===== config.mk =====
export PLATFORM = sky130hd
export DESIGN_NAME = bp_addr_router
export DESIGN_NICKNAME = d
export VERILOG_FILES = /design/src/rtl/bp_common_pkg.sv /design/src/rtl/bp_addr_router_tag_fifo.sv /design/src/rtl/bp_addr_router.sv
export SDC_FILE = /design/constraint.sdc
export NUM_CORES = 1
export LEC_CHECK = 0
export ABC_AREA = 1
export CAP_MARGIN = 20
export CORE_AREA = 2 2 252 254
export DETAILED_ROUTE_END_ITERATION = 7
export DIE_AREA = 0 0 254 256
export SYNTH_ARGS = -nofsm -noshare
export SYNTH_HDL_FRONTEND = slang
export SYNTH_SLANG_ARGS = --single-unit

===== constraint.sdc =====
create_clock -name clk_i -period 4.2 [get_ports clk_i]
set_input_delay 0.42 -clock clk_i [delete_from_list [all_inputs] [get_ports clk_i]]
set_output_delay 0.42 -clock clk_i [all_outputs]
set_load 0.02 [all_outputs]

===== src/rtl/bp_common_pkg.sv =====
// Shared types and defaults for the address router: device count, default
// base/mask decode table (zero-extended to 64 bits) and the order-FIFO tag.
package bp_common_pkg;

  localparam int num_dev_gp      = 5;
  localparam int dev_id_width_gp = $clog2(num_dev_gp);
  localparam int table_width_gp  = 64;

  typedef logic [num_dev_gp-1:0][table_width_gp-1:0] addr_table_t;

  localparam addr_table_t dev_base_default_gp = {
    64'h0C00_0000, 64'h0300_0000, 64'h0200_0000, 64'h0100_0000, 64'h8000_0000
  };
  localparam addr_table_t dev_mask_default_gp = {
    64'hFF00_0000, 64'hFF00_0000, 64'hFF00_0000, 64'hFF00_0000, 64'h8000_0000
  };

  typedef struct packed {
    logic                       err;
    logic [dev_id_width_gp-1:0] dev_id;
  } tag_s;

endpackage


===== src/rtl/bp_addr_router_tag_fifo.sv =====
// Order FIFO holding one tag per in-flight command; depth must be a power of
// two so the pointers wrap naturally.
module bp_addr_router_tag_fifo
  import bp_common_pkg::*;
#(
  parameter int depth_p = 4
) (
  input  logic                     clk_i,
  input  logic                     reset_i,
  input  logic                     push_i,
  input  tag_s                     data_i,
  input  logic                     pop_i,
  output tag_s                     data_o,
  output logic                     empty_o,
  output logic [$clog2(depth_p):0] count_o
);

  localparam int ptr_width_lp = $clog2(depth_p);

  tag_s                    mem_r [depth_p];
  logic [ptr_width_lp-1:0] wptr_r, rptr_r;
  logic [ptr_width_lp:0]   count_r;

  // NOTE: storage is not reset; an entry is only read once count_r says it was written.
  always_ff @(posedge clk_i) begin
    if (push_i) mem_r[wptr_r] <= data_i;
  end

  always_ff @(posedge clk_i or posedge reset_i) begin
    if (reset_i) begin
      wptr_r  <= '0;
      rptr_r  <= '0;
      count_r <= '0;
    end else begin
      if (push_i) wptr_r <= wptr_r + 1'b1;
      if (pop_i)  rptr_r <= rptr_r + 1'b1;
      case ({push_i, pop_i})
        2'b10:   count_r <= count_r + 1'b1;
        2'b01:   count_r <= count_r - 1'b1;
        default: count_r <= count_r;
      endcase
    end
  end

  assign data_o  = mem_r[rptr_r];
  assign empty_o = (count_r == '0);
  assign count_o = count_r;

endmodule


===== src/rtl/bp_addr_router.sv =====
// Address router: decodes commands to one of num_dev_p devices and returns
// responses in command order. Define BP_ADDR_ROUTER_DECODE_ERR_EN to flag unmapped commands.
module bp_addr_router
  import bp_common_pkg::*;
#(
  parameter int          paddr_width_p = 56,
  parameter int          data_width_p  = 64,
  parameter int          num_dev_p     = num_dev_gp,
  parameter int          outstanding_p = 4,
  parameter addr_table_t dev_base_p    = dev_base_default_gp,
  parameter addr_table_t dev_mask_p    = dev_mask_default_gp
) (
  input  logic                              clk_i,
  input  logic                              reset_i,
  input  logic                              cmd_v_i,
  output logic                              cmd_ready_o,
  input  logic [paddr_width_p-1:0]          cmd_addr_i,
  input  logic [data_width_p-1:0]           cmd_data_i,
  output logic [num_dev_p-1:0]              dev_cmd_v_o,
  input  logic [num_dev_p-1:0]              dev_cmd_ready_i,
  output logic [paddr_width_p-1:0]          dev_cmd_addr_o,
  output logic [data_width_p-1:0]           dev_cmd_data_o,
  input  logic [num_dev_p-1:0]              dev_resp_v_i,
  output logic [num_dev_p-1:0]              dev_resp_yumi_o,
  input  logic [num_dev_p*data_width_p-1:0] dev_resp_data_i,
  output logic                              resp_v_o,
  input  logic                              resp_yumi_i,
  output logic [data_width_p-1:0]           resp_data_o,
  output logic                              resp_err_o
);

  localparam int cnt_width_lp = $clog2(outstanding_p) + 1;

  logic                       hit;
  logic [dev_id_width_gp-1:0] hit_id;
  logic                       fwd;
  tag_s                       cmd_tag, head;
  logic                       fifo_empty;
  logic [cnt_width_lp-1:0]    fifo_count;
  logic                       ready_en_r, out_v_r, out_fire, cmd_fire, resp_pop;
  logic [dev_id_width_gp-1:0] out_dev_r;
  logic [paddr_width_p-1:0]   out_addr_r;
  logic [data_width_p-1:0]    out_data_r;

  // Scan downwards so the lowest matching index is the one left standing.
  always_comb begin
    hit    = 1'b0;
    hit_id = '0;
    for (int i = num_dev_p - 1; i >= 0; i--) begin
      if ((cmd_addr_i & dev_mask_p[i][paddr_width_p-1:0]) == dev_base_p[i][paddr_width_p-1:0]) begin
        hit    = 1'b1;
        hit_id = dev_id_width_gp'(i);
      end
    end
  end

`ifdef BP_ADDR_ROUTER_DECODE_ERR_EN
  assign fwd     = hit;
  assign cmd_tag = '{err: ~hit, dev_id: hit_id};
`else
  logic unused_miss;
  assign unused_miss = ~hit;
  assign fwd         = 1'b1;
  assign cmd_tag     = '{err: 1'b0, dev_id: hit_id};
`endif

  assign out_fire    = out_v_r & dev_cmd_ready_i[out_dev_r];
  // ready_en_r holds acceptance off until the first edge after reset releases.
  assign cmd_ready_o = ready_en_r & (~out_v_r | out_fire)
                     & (fifo_count < cnt_width_lp'(outstanding_p));
  assign cmd_fire    = cmd_v_i & cmd_ready_o;

  always_ff @(posedge clk_i or posedge reset_i) begin
    if (reset_i) begin
      ready_en_r <= 1'b0;
      out_v_r    <= 1'b0;
    end else begin
      ready_en_r <= 1'b1;
      if (cmd_fire & fwd) out_v_r <= 1'b1;
      else if (out_fire)  out_v_r <= 1'b0;
    end
  end

  always_ff @(posedge clk_i) begin
    if (cmd_fire & fwd) begin
      out_dev_r  <= hit_id;
      out_addr_r <= cmd_addr_i;
      out_data_r <= cmd_data_i;
    end
  end

  always_comb begin
    dev_cmd_v_o            = '0;
    dev_cmd_v_o[out_dev_r] = out_v_r;
  end
  assign dev_cmd_addr_o = out_addr_r;
  assign dev_cmd_data_o = out_data_r;

  bp_addr_router_tag_fifo #(.depth_p(outstanding_p)) tag_fifo (
    .clk_i   (clk_i),
    .reset_i (reset_i),
    .push_i  (cmd_fire),
    .data_i  (cmd_tag),
    .pop_i   (resp_pop),
    .data_o  (head),
    .empty_o (fifo_empty),
    .count_o (fifo_count)
  );

  always_comb begin
    resp_v_o        = 1'b0;
    resp_data_o     = '0;
    resp_err_o      = 1'b0;
    dev_resp_yumi_o = '0;
    if (!fifo_empty) begin
`ifdef BP_ADDR_ROUTER_DECODE_ERR_EN
      if (head.err) begin
        resp_v_o   = 1'b1;
        resp_err_o = 1'b1;
      end else begin
`else
      begin
`endif
        resp_v_o                     = dev_resp_v_i[head.dev_id];
        resp_data_o                  = dev_resp_data_i[head.dev_id*data_width_p +: data_width_p];
        dev_resp_yumi_o[head.dev_id] = resp_yumi_i & resp_v_o;
      end
    end
  end

`ifndef BP_ADDR_ROUTER_DECODE_ERR_EN
  logic unused_head_err;
  assign unused_head_err = head.err;
`endif

  assign resp_pop = resp_v_o & resp_yumi_i;

endmodule


==> results_dict.tcl <==
set metrics [dict create \
    status "finished, final reports clean" \
    grt_pass1_wl_mm 68.7 \
    dieHeight_um 256 \
    portBuffers 649 \
    hold_viol 0 \
    die_w_um 254 \
    tns_ns 0 \
    dp_hpwl_mm 43.8 \
    synth_edf_count 135 \
    ys_warn_count 0 \
    dieArea_mm2 0.0650 \
    gp_congestion 0.914 \
    layout_worst_path_cycle_share_pct 94.2 \
    ys_types 38 \
    finalCoreUtilization_pct 24.8 \
    finClkSkew_ns 0.0140 \
    drc 0 \
    crit_type "reg2out" \
    cts_buffers 17 \
    grt_pass1_vias 9002 \
    worst-path-max-fanout 25 \
    multiInputGateArea_mm2 0.00266 \
    synthFlopType "edfxtp_1" \
    power.density_mw_per_mm2 689 \
    ir_drop_uv 429 \
    clock_latency_ns 0.43 \
    critPathCaptureType "output pin" \
    viasPerCell 3.88 \
    synth-seq-cells 144 \
    cts_tree "done" \
    finalSetupViolCount 0 \
    grt_usage_pct 15.2 \
    cts_root_buf "clkbuf_16" \
    clkSinkCount 144 \
    grt_max_degree 67 \
    drt_pass1_iterations 6 \
    worstPathArrival_ns 3.53 \
    reg2reg_depth 16 \
    regArea_mm2 0.00428 \
    cp_cell_sequence "inv_2, nand2_1, nand3_2, nand2_4, inv_2, nor2_2, inv_4, buf_4, o21ai_1, nor3_1, clkdlybuf4s50_1" \
    holdBufCountCts 0 \
    fillers 6693 \
    cpMaxStageDelayCell "clkdlybuf4s50_1" \
    leakagePower_nw 5.44 \
    relSlewSlack_pct 44.2 \
    critPathRequiredTime_ns 3.78 \
    slowest_delay_ns 0.69 \
    critPathTopFamily "buffers and inverters" \
    htreeDepth 4 \
    ant_nets 0 \
    max_freq_mhz 253 \
    worst_pin_slew_ns 0.828 \
    critical_path_buf_inv_count 5 \
    core_mm2 0.0624 \
    nNetsFinal 1828 \
    vias 8675 \
    crit_top_cell "inv_2" \
    startpoint_type "flip-flop" \
    rows 92 \
    first_iter_violations 610 \
    wirelength_mm 52.4 \
    synth_area_mm2 0.00740 \
    grt_overflow 0 \
    async_flop_share_pct 6.25 \
    drive_gt1_share_pct 8.18 \
    syn_avg_cell_area_um2 10.1 \
    maxCapViolations 0 \
    clk_pin_slew_ns 0.07 \
    initial_core_util_pct 11.9 \
    wl_per_cell_um 23.5 \
    slew_violations 0 \
    grt_antenna_before_repair 30 \
    postCtsSetupBuffers 0 \
    syn_nets 1191 \
    finalCriticalPeriod_ns 3.95 \
    hold_class "in2async" \
    ioPinCount 651 \
    rsz0062_at_grt "no" \
    yosysSeqAreaShare_pct 57.8 \
    clk_path_buf_depth 2 \
    syn2layout_area_growth_pct 109 \
    synthesis.instances 731 \
    cp.depth 11 \
]
-- worst reg2reg max path: cells and delay by family (launching register included) --
kind	cells	cell delay (ns)
DFF	1	0.50
adders and majority gates	2	0.54
buffers and inverters	4	0.56
AOI/OAI and AO/OA	2	0.28
xor gates and xnor gates	1	0.15
and+or+nand+nor	7	0.97
-- registers in the layout (all words and copies together), names as in the netlist --
signal,cells
tag_fifo.wptr_r,2
ready_en_r,1
tag_fifo.count_o,3
tag_fifo.mem_r,12
dev_cmd_addr_o,56
tag_fifo.rptr_r,2
out_dev_r,3
out_v_r,1
dev_cmd_data_o,64
-- timing repair --
| action | in CTS | in global routing |
|---|---|---|
| resized for setup | 0 | 4 |
| endpoints found under the hold margin | 0 | 0 |
| endpoints found under the setup margin | 0 | 4 |
-- placed cells by master, fill, tap and decap left out, types with 6 or more instances in the layout --
| cell | n |
|---|---|
| clkdlybuf4s50_1 | 643 |
| nand2_1 | 160 |
| edfxtp_1 | 135 |
| o21ai_0 | 79 |
| o22ai_1 | 60 |
| o21ai_1 | 52 |
| nor2_1 | 32 |
| nor3_2 | 32 |
| nor3_1 | 31 |
| inv_1 | 29 |
| buf_4 | 21 |
| clkbuf_16 | 17 |
| nand3_1 | 9 |
| dfrtp_1 | 9 |
| nand4_1 | 7 |
| inv_8 | 7 |
| diode_2 | 6 |
-- cell type report --
type | count | area share [%]
sequential | 144 | 27.7
clock buffer | 17 | 2.75
timing repair buffer | 667 | 43.0
multi-input combinational | 501 | 17.2
inverter | 37 | 0.971
clock inverter | 15 | 1.40
tap | 846 | 6.85
antenna | 6 | 0.0971
-- Yosys cell counts (2+ instances only) --
| master | count | area share (%) |
|---|---|---|
| ha_1 | 5 | 0.85 |
| clkbuf_1 | 8 | 0.41 |
| inv_2 | 5 | 0.25 |
| nand3_1 | 9 | 0.61 |
| nand2_2 | 4 | 0.34 |
| buf_6 | 12 | 1.8 |
| conb_1 | 2 | 0.10 |
| nand2_1 | 162 | 8.2 |
| edfxtp_1 | 135 | 55 |
| nand3_2 | 4 | 0.54 |
| o22ai_1 | 60 | 5.1 |
| xor2_1 | 2 | 0.24 |
| o21ai_1 | 51 | 3.5 |
| buf_2 | 22 | 1.5 |
| o21ai_0 | 80 | 5.4 |
| inv_1 | 30 | 1.5 |
| nand4_1 | 7 | 0.59 |
| nor3_2 | 32 | 4.3 |
| nor2_1 | 32 | 1.6 |
| dfrtp_1 | 9 | 3.0 |
| a21oi_1 | 5 | 0.34 |
| buf_4 | 6 | 0.61 |
| nor2_2 | 2 | 0.17 |
| nor3_1 | 31 | 2.1 |
| nor4_1 | 3 | 0.25 |
-- final timing paths --
| check | slack, ns | from | to |
|---|---|---|---|
| setup / recovery | 0.25 | tag_fifo.rptr_r[0] | resp_data_o[23] |
| hold / removal | 0.27 | reset_i | tag_fifo.count_o[0] |
| setup reg to reg | 1.07 | tag_fifo.rptr_r[0] | tag_fifo.count_o[2] |
| hold reg to reg | 0.55 | tag_fifo.count_o[0] | tag_fifo.count_o[0] |
| max in group asynchronous | 3.65 | reset_i | tag_fifo.rptr_r[1] |
| min in group clk_i | 0.54 | cmd_data_i[10] | dev_cmd_data_o[10] |
-- metrics by stage --
stage	hold WS, ns	worst slack, ns	instance area (µm²)	total power [mW]	cells
global route	0.282	0.0839	15500	11.2	2232
finish	0.266	0.245	15500	10.6	2233
global placement	0.534	0.673	14800	9.06	2195
floorplan	0.248	0.292	7400	5.60	731
detailed placement	0.538	0.594	14800	9.09	2195
CTS	0.262	0.115	15400	10.8	2227
-- kinds of logic after synthesis --
| family | after synthesis | synth area share (%) |
|---|---|---|
| AO/OA/AOI/OAI | 197 | 14.4 |
| XOR/XNOR | 3 | 0.355 |
| adder cells (fa/ha/maj) | 6 | 1.12 |
| buffers and inverters | 86 | 6.44 |
| flip-flops | 144 | 57.8 |
| other | 2 | 0.102 |
| AND/OR/NAND/NOR | 293 | 19.8 |
-- per-layer routing --
metal / GRT usage (%) / share of wire [%] / vias to the layer above / wire [µm]
met5: 0 / 0.35 / - / 182
met4: 6.16 / 3.6 / 30 / 1910
met3: 6.17 / 11 / 107 / 5920
met2: 28.5 / 52 / 608 / 27000
met1: 14.5 / 33 / 4019 / 17400
li1: - / - / 3911 / -
-- power by group --
part	internal, mW	leakage (nW)	switching [mW]
registers	1.77	1.35	0.0927
logic	2.76	3.77	4.39
clock network	0.970	0.318	0.668
Note: power is estimated with default switching activity, not from simulation.
